<file path="config.mk">
export PLATFORM = sky130hd
export DESIGN_NAME = inst_queue
export DESIGN_NICKNAME = d
export VERILOG_FILES = /design/src/rtl/cpu_pkg.sv /design/src/rtl/inst_queue.sv
export SDC_FILE = /design/constraint.sdc
export NUM_CORES = 1
export LEC_CHECK = 0
export ABC_AREA = 1
export CAP_MARGIN = 30
export CELL_PAD_IN_SITES_DETAIL_PLACEMENT = 2
export CELL_PAD_IN_SITES_GLOBAL_PLACEMENT = 2
export CORE_AREA = 10 10 146 148
export CTS_CLUSTER_DIAMETER = 150
export DETAILED_ROUTE_END_ITERATION = 16
export DIE_AREA = 0 0 156 158
export PLACE_DENSITY = 0.8
export SLEW_MARGIN = 5
export SYNTH_ARGS = -nofsm -noshare
export SYNTH_HDL_FRONTEND = slang
export SYNTH_SLANG_ARGS = --single-unit
</file>
<file path="constraint.sdc">
create_clock -name clk -period 6.91 [get_ports clk]
set_input_delay 0.691 -clock clk [delete_from_list [all_inputs] [get_ports clk]]
set_output_delay 0.691 -clock clk [all_outputs]
set_load 0.05 [all_outputs]
</file>
<file path="src/rtl/cpu_pkg.sv">
// ============================================================================
// Module      : cpu_pkg
// Description : Shared CPU constants and the B-type immediate helper.
// Revision    : 1.0 - initial release
// ============================================================================
`default_nettype none

package cpu_pkg;

    localparam int          XLEN       = 32;
    localparam logic [6:0]  OPC_BRANCH = 7'b1100011;
    localparam logic [31:0] NOP_INST   = 32'h00000013;

    // Sign-extended B-type branch offset (always even).
    function automatic logic [XLEN-1:0] imm_b(input logic [XLEN-1:0] inst);
        return {{(XLEN-12){inst[31]}}, inst[7], inst[30:25], inst[11:8], 1'b0};
    endfunction

endpackage

`default_nettype wire

</file>
<file path="src/rtl/inst_queue.sv">
// ============================================================================
// Module      : inst_queue
// Description : Fetch-to-decode instruction buffer with branch pre-decode.
//               Optional INST_QUEUE_BYPASS_EN: empty-queue pass-through.
// Revision    : 1.0 - initial release
// ============================================================================
`default_nettype none

module inst_queue
    import cpu_pkg::*;
#(
    parameter int DEPTH = 2,
    parameter int XLEN  = cpu_pkg::XLEN
) (
    input  logic                     clk,
    input  logic                     rst,
    input  logic                     in_valid,
    output logic                     in_ready,
    input  logic [XLEN-1:0]          in_inst,
    input  logic [XLEN-1:0]          in_pc,
    input  logic                     flush,
    output logic                     out_valid,
    input  logic                     out_ready,
    output logic [XLEN-1:0]          out_inst,
    output logic [XLEN-1:0]          out_pc,
    output logic                     out_branch,
    output logic [XLEN-1:0]          out_imm32,
    output logic [$clog2(DEPTH):0]   count
);

    localparam int PW = $clog2(DEPTH);
    localparam int CW = PW + 1;

    logic [XLEN-1:0] r_inst_mem [DEPTH];
    logic [XLEN-1:0] r_pc_mem   [DEPTH];
    logic [PW-1:0]   r_rd_ptr;
    logic [PW-1:0]   r_wr_ptr;
    logic [CW-1:0]   r_count;

    logic w_empty;
    logic w_full;
    logic w_bypass;
    logic w_push;
    logic w_pop;

    assign w_empty  = (r_count == '0);
    assign w_full   = (r_count == CW'(DEPTH));
    assign in_ready = !w_full;
    assign count    = r_count;

`ifdef INST_QUEUE_BYPASS_EN
    assign w_bypass = w_empty & in_valid & !flush;
`else
    assign w_bypass = 1'b0;
`endif

    // A bypassed entry consumed the same cycle is never written.
    assign w_push = in_valid & in_ready & !flush & !(w_bypass & out_ready);
    assign w_pop  = out_valid & out_ready & !flush & !w_bypass;

    always_comb begin
        out_valid = !w_empty;
        out_inst  = w_empty ? NOP_INST : r_inst_mem[r_rd_ptr];
        out_pc    = w_empty ? '0 : r_pc_mem[r_rd_ptr];
        if (w_bypass) begin
            out_valid = 1'b1;
            out_inst  = in_inst;
            out_pc    = in_pc;
        end
        out_branch = out_valid & (out_inst[6:0] == OPC_BRANCH);
        out_imm32  = imm_b(out_inst);
    end

    always_ff @(posedge clk) begin
        if (rst || flush) begin
            r_rd_ptr <= '0;
            r_wr_ptr <= '0;
            r_count  <= '0;
        end else begin
            if (w_push) begin
                r_wr_ptr <= r_wr_ptr + 1'b1;
            end
            if (w_pop) begin
                r_rd_ptr <= r_rd_ptr + 1'b1;
            end
            case ({w_push, w_pop})
                2'b10:   r_count <= r_count + 1'b1;
                2'b01:   r_count <= r_count - 1'b1;
                default: r_count <= r_count;
            endcase
        end
    end

    // Entry storage carries no reset; occupancy alone defines validity.
    always_ff @(posedge clk) begin
        if (!rst && w_push) begin
            r_inst_mem[r_wr_ptr] <= in_inst;
            r_pc_mem[r_wr_ptr]   <= in_pc;
        end
    end

endmodule

`default_nettype wire

</file>
# Yosys cells after proc, flatten, opt, wreduce, memory -nomap -nowiden
# Memories as Yosys holds them, arrays and structs flattened. A register that Yosys moved wholly into a read port is not among the register bits.
# Index checks and enable logic that the tools add are counted.
# W data, S select, Z words.
totals:
  memories: 2
  elab_cells: 35
  regBits: 4
  out_inout_bits: 101
  ramBits: 128
  in_bits: 69
classes:
  muxes: 9
  reduce_logical: 8
  bitwise: 5
  eq_ne: 4
  addsub: 4
memory_table:
  columns: ["name", "words", "width", "read_ports", "rd_clocked_by_memory_dff", "wr", "line", "text"]
  rows:
  - ["r_inst_mem", 2, 32, 1, 1, 1, "inst_queue.sv:34", "logic [XLEN-1:0] r_inst_mem [DEPTH];"]
  - ["r_pc_mem", 2, 32, 1, 1, 1, "inst_queue.sv:35", "logic [XLEN-1:0] r_pc_mem [DEPTH];"]
op_table:
  columns: ["op", "count"]
  rows:
  - ["$mux W32", 2]
  - ["$eq A7 B7 Y1 const B", 1]
  - ["$mux W1", 6]
  - ["$and A1 B1 Y1", 5]
  - ["$eq A2 B2 Y1 const B", 2]
  - ["$logic_not A1 Y1", 4]
  - ["$pmux W2 S2", 1]
  - ["$add A1 B1 Y1 const B", 2]
  - ["$add A2 B1 Y2 const B", 1]
  - ["$eq A2 B1 Y1 const B", 1]
  - ["$logic_not A2 Y1", 1]
  - ["$reduce_bool A2 Y1", 1]
  - ["$sub A2 B1 Y2 const B", 1]
  - ["$logic_and A1 B1 Y1", 1]
  - ["$logic_or A1 B1 Y1", 1]

# Logic depth before layout (Yosys ltp)
depth:
  ltp_word: 7
  depth_mapped: 10
  depth_no_buf: 10

# Worst setup path after synthesis
# Ideal clock, no wire load.
synth_timing:
  path_type: "register -> register"
  startpoint: "register r_count[0] (netlist: count[0])"
  endpoint: "memory r_inst_mem[0][0], enable pin"
  path_stages_with_launch: 5
  t_required_ns: 6.345
  setup_time_ns: 0.565
  period_less_slack_ns: 6.348
  n_path_buf: 0
  t_arrival_ns: 5.783
  setup_slack_ns: 0.562
  path_cell_list: "dfxtp_1 > inv_2 > nand2_1 > nand2_1 > nor3_1"
synth_via:
  elab_chain_cells: 7
synth_rtl:
  columns: ["element", "line", "text"]
  rows:
  - ["start, declared", "inst_queue.sv:38", "logic [CW-1:0] r_count;"]
  - ["start signal, assigned", "inst_queue.sv:87", "2'b10: r_count <= r_count + 1'b1;"]
  - ["start signal, assigned", "inst_queue.sv:88", "2'b01: r_count <= r_count - 1'b1;"]
  - ["start signal, assigned", "inst_queue.sv:89", "default: r_count <= r_count;"]
  - ["$eq A2 B2 Y1", "inst_queue.sv:47", "assign w_full = (r_count == CW'(DEPTH));"]
  - ["$logic_not A1 Y1", "inst_queue.sv:48", "assign in_ready = !w_full;"]
  - ["via in_ready", "inst_queue.sv:18", "output logic in_ready,"]
  - ["$and A1 B1 Y1 (2 in series)", "inst_queue.sv:58", "assign w_push = in_valid & in_ready & !flush & !(w_bypass & out_ready);"]
  - ["$logic_and A1 B1 Y1", "inst_queue.sv:96", "if (!rst && w_push) begin"]
  - ["$mux W1", "inst_queue.sv:96", null]
  - ["$mux W1 (not written as such)", "inst_queue.sv:97", "r_inst_mem[r_wr_ptr] <= in_inst;"]
  - ["end, declared", "inst_queue.sv:34", null]
# The timed path passes the listed nets, and every way through them passes these cells.

# Worst setup path after layout
layout_timing:
  startpoint: "register r_count[0] (netlist: count[0])"
  endpoint: "output port out_imm32[21]"
layout_via:
  elab_chain_cells: 2
layout_rtl:
  columns: ["element", "line", "text"]
  rows:
  - ["$logic_not A2 Y1", "inst_queue.sv:46", "assign w_empty = (r_count == '0);"]
  - ["$mux W32", "inst_queue.sv:63", "out_inst = w_empty ? NOP_INST : r_inst_mem[r_rd_ptr];"]
  - ["end, declared", "inst_queue.sv:27", "output logic [XLEN-1:0] out_imm32,"]
# No other way between the ends.

==> impl_results.md <==
* Run status: finished clean
* Clk buf depth at 2
* Critical path startpoint category: flip-flop
* Sequential fraction of the synthesis area at 0.723
* Dpl cells at 777
* Skew final at 0.00657 ns
* Remaining DRCs at 0
* Worst slack, placed at 3.52 ns
* DIE AREA at 24,600 um2
* Average wire per standard cell at 19.1 um
* Worst path slowest cell: clkdlybuf4s50_1
* Vias in the first global route at 4,239
* Largest net degree at the start of global routing at 67
* Avg Inst Size Synth at 13.0 um2
* Worst Path Required at 6.22 ns
* First-pass GRT wire length at 23,800 um
* Pre-Repair DR Iteration Count at 4
* Diode count at 0
* Setup TNS at 0 ns
* Crit path kind: reg2out
* Max Fclk at 262 MHz
* Core area at 18,500 um2
* CP peak stage delay at 0.85 ns
* H-tree Lvls at 4
* Finished Cell Area at 7710 um2
* RSZ-0062 raised after global routing: no
* Pins over their slew limit at 0
* CP Cell Sequence: inv_2, nand2_8, inv_2, buf_4, a21oi_1, buf_4, clkdlybuf4s50_1
* Share of cells above drive strength 1 at 0.134
* Io pins at 170
* Worst min path class: reg2reg
* Resized cells post-CTS at 0
* Initial Utilization at 0.295
* Mapped cell area at 5450 um2
* Crit path DAT at 3.12 ns
* # rows at 50
* I/O Buffers at 168
* Synth Warn # at 0
* Root buffer cell: clkbuf_16
* Yosys cell types at 19
* Max VDD drop at 143 uV
* Power Density at 261 nW/um2
* CTS clk-pin slew, worst paths at 0.05 ns
* Vias at 3,611
* Layout Nets at 632
* Initial antenna violation count at 0
* Cells after Synth at 419
* Min Tclk post-route at 3.81 ns
* Cts hold-fix bufs at 0
* Antenna-violating nets left at 0
* Clk sink count at 133
* Num CTS Buffers at 17
* Dpl cell area at 7100 um2
* Max Cap Viol at 0
* Final Non-Filler Cells at 808
* Crit-path max FO at 58
* Detail Placement HPWL at 10,700 um
* Number of synthesized register bits at 133
* Slack of the critical path at 3.10 ns
* P&R area growth vs syn at 41.5%
* Crit share post-route at 0.551
* Die Span Y at 158 um
* Pwr Total at 2020 uW
* Clk_lat worst skew at 0.41 ns
* Lkg Pwr at 0.00262 uW
* CTS tree: built
* Slew margin rel. at 0.390
* Slew @ Worst Pin at 0.915 ns
* # Post-CTS Setup Buffers at 0
* DRT iter0 DRCs at 102
* Gr usage total at 0.126
* Fin. Hold Viols at 0
* Gr ovfl total at 0
* Drt total wl at 15,400 um
* Vias per inst at 4.47
* Final Setup Violations at 0
* Die X at 156 um
* Final GP Congestion at 0.696
* Syn_nets at 489
* Crit. End Element: output port
* Family with the most delay on the worst path: buffers and inverters
* Critical path buffers and inverters at 5
-- worst reg2reg max path, delay by kind of cell (launching register included) --
family	cells	cell delay, ns
flip-flops	1	0.39
AND/OR/NAND/NOR	3	0.38
buffers and inverters	2	0.83
-- where the power goes --
part           leakage (uW)  switching, uW  internal (uW)
Clock              0.000301            330            599
Sequential          0.00120           4.32            901
Combinational       0.00111            113           69.9
Total               0.00262            447           1570
-- metrics by stage --
| step | utilization | hold WS [ns] |
|---|---|---|
| floorplan | - | 0.447 |
| global placement | 0.384 | 0.459 |
| detailed placement | 0.385 | 0.469 |
| CTS | 0.418 | 0.481 |
| global route | 0.418 | 0.545 |
| finish | 0.418 | 0.478 |
-- cells in the final DEF (no fill, tap or decap), types with 2 or more instances in the layout --
cell type | Yosys | final
o21ai_0 | 4 | 4
nor2_1 | 11 | 11
clkinv_1 | 0 | 2
a21oi_1 | 32 | 32
clkinv_2 | 0 | 3
inv_2 | 4 | 4
a21oi_2 | 31 | 31
nand2_1 | 133 | 133
dfxtp_1 | 5 | 4
clkinv_4 | 0 | 5
clkdlybuf4s50_1 | 0 | 168
buf_4 | 38 | 7
inv_1 | 8 | 8
clkbuf_16 | 0 | 17
edfxtp_1 | 128 | 128
nand3_1 | 5 | 5
bufinv_16 | 0 | 4
nor3_2 | 0 | 2
-- logic make-up (layout without fill, tap and decap cells) --
logic type | after synthesis | after routing | share of synthesized area
other | 1 | 1 | 0.000688
flip-flops | 133 | 133 | 0.723
AO/OA/AOI/OAI | 67 | 67 | 0.0828
AND/OR/NAND/NOR | 154 | 154 | 0.112
adder cells (fa/ha/maj) | 1 | 1 | 0.00229
buffers and inverters | 63 | 218 | 0.0794
-- flip-flops by register name, indices dropped and copies added, names as in the netlist, named ones only --
signal,count
r_rd_ptr,1
r_wr_ptr,1
count,2
r_pc_mem,64
r_inst_mem,64
-- routing by layer --
| layer | wire, um | GRT usage | part of all wire |
|---|---|---|---|
| met1 | 6040 | 0.135 | 0.39 |
| met2 | 7970 | 0.218 | 0.52 |
| met3 | 1210 | 0.0507 | 0.078 |
| met4 | 218 | 0.0477 | 0.014 |
| met5 | 0 | 0 | 0 |
-- worst paths after layout --
path | to | startpoint | depth (start not counted) | slack, ns
setup reg to reg | r_pc_mem[0][21] | count[0] | 5 | 4.89
hold / removal | flip-flop | r_rd_ptr | 2 | 0.48
hold reg to reg | flip-flop | r_rd_ptr | 2 | 0.48
setup / recovery | out_imm32[21] | count[0] | 7 | 3.10
-- cells in the mapped netlist --
| cell type | number | share of area |
|---|---|---|
| conb_1 | 1 | 0.00069 |
| nand2_1 | 133 | 0.092 |
| ha_1 | 1 | 0.0023 |
| nor2_1 | 11 | 0.0076 |
| nor3_1 | 2 | 0.0018 |
| buf_6 | 6 | 0.012 |
| dfxtp_1 | 5 | 0.018 |
| inv_2 | 4 | 0.0028 |
| buf_2 | 7 | 0.0064 |
| a21oi_2 | 31 | 0.050 |
| buf_4 | 38 | 0.052 |
| nand2_8 | 1 | 0.0037 |
| a21oi_1 | 32 | 0.029 |
| inv_1 | 8 | 0.0055 |
| edfxtp_1 | 128 | 0.70 |
| or2_2 | 1 | 0.0011 |
| nand2_2 | 1 | 0.0011 |
| o21ai_0 | 4 | 0.0037 |
| nand3_1 | 5 | 0.0046 |
-- layout make-up --
cell class / instances / area [um2]
multi-input combinational: 223 / 1090
clock inverter: 14 / 186
clock buffer: 17 / 425
sequential: 133 / 3950
fill: 1850 / 10700
tap: 234 / 293
timing repair buffer: 175 / 1730
inverter: 12 / 45.0
No activity file was read; power rests on OpenSTA's default activity.
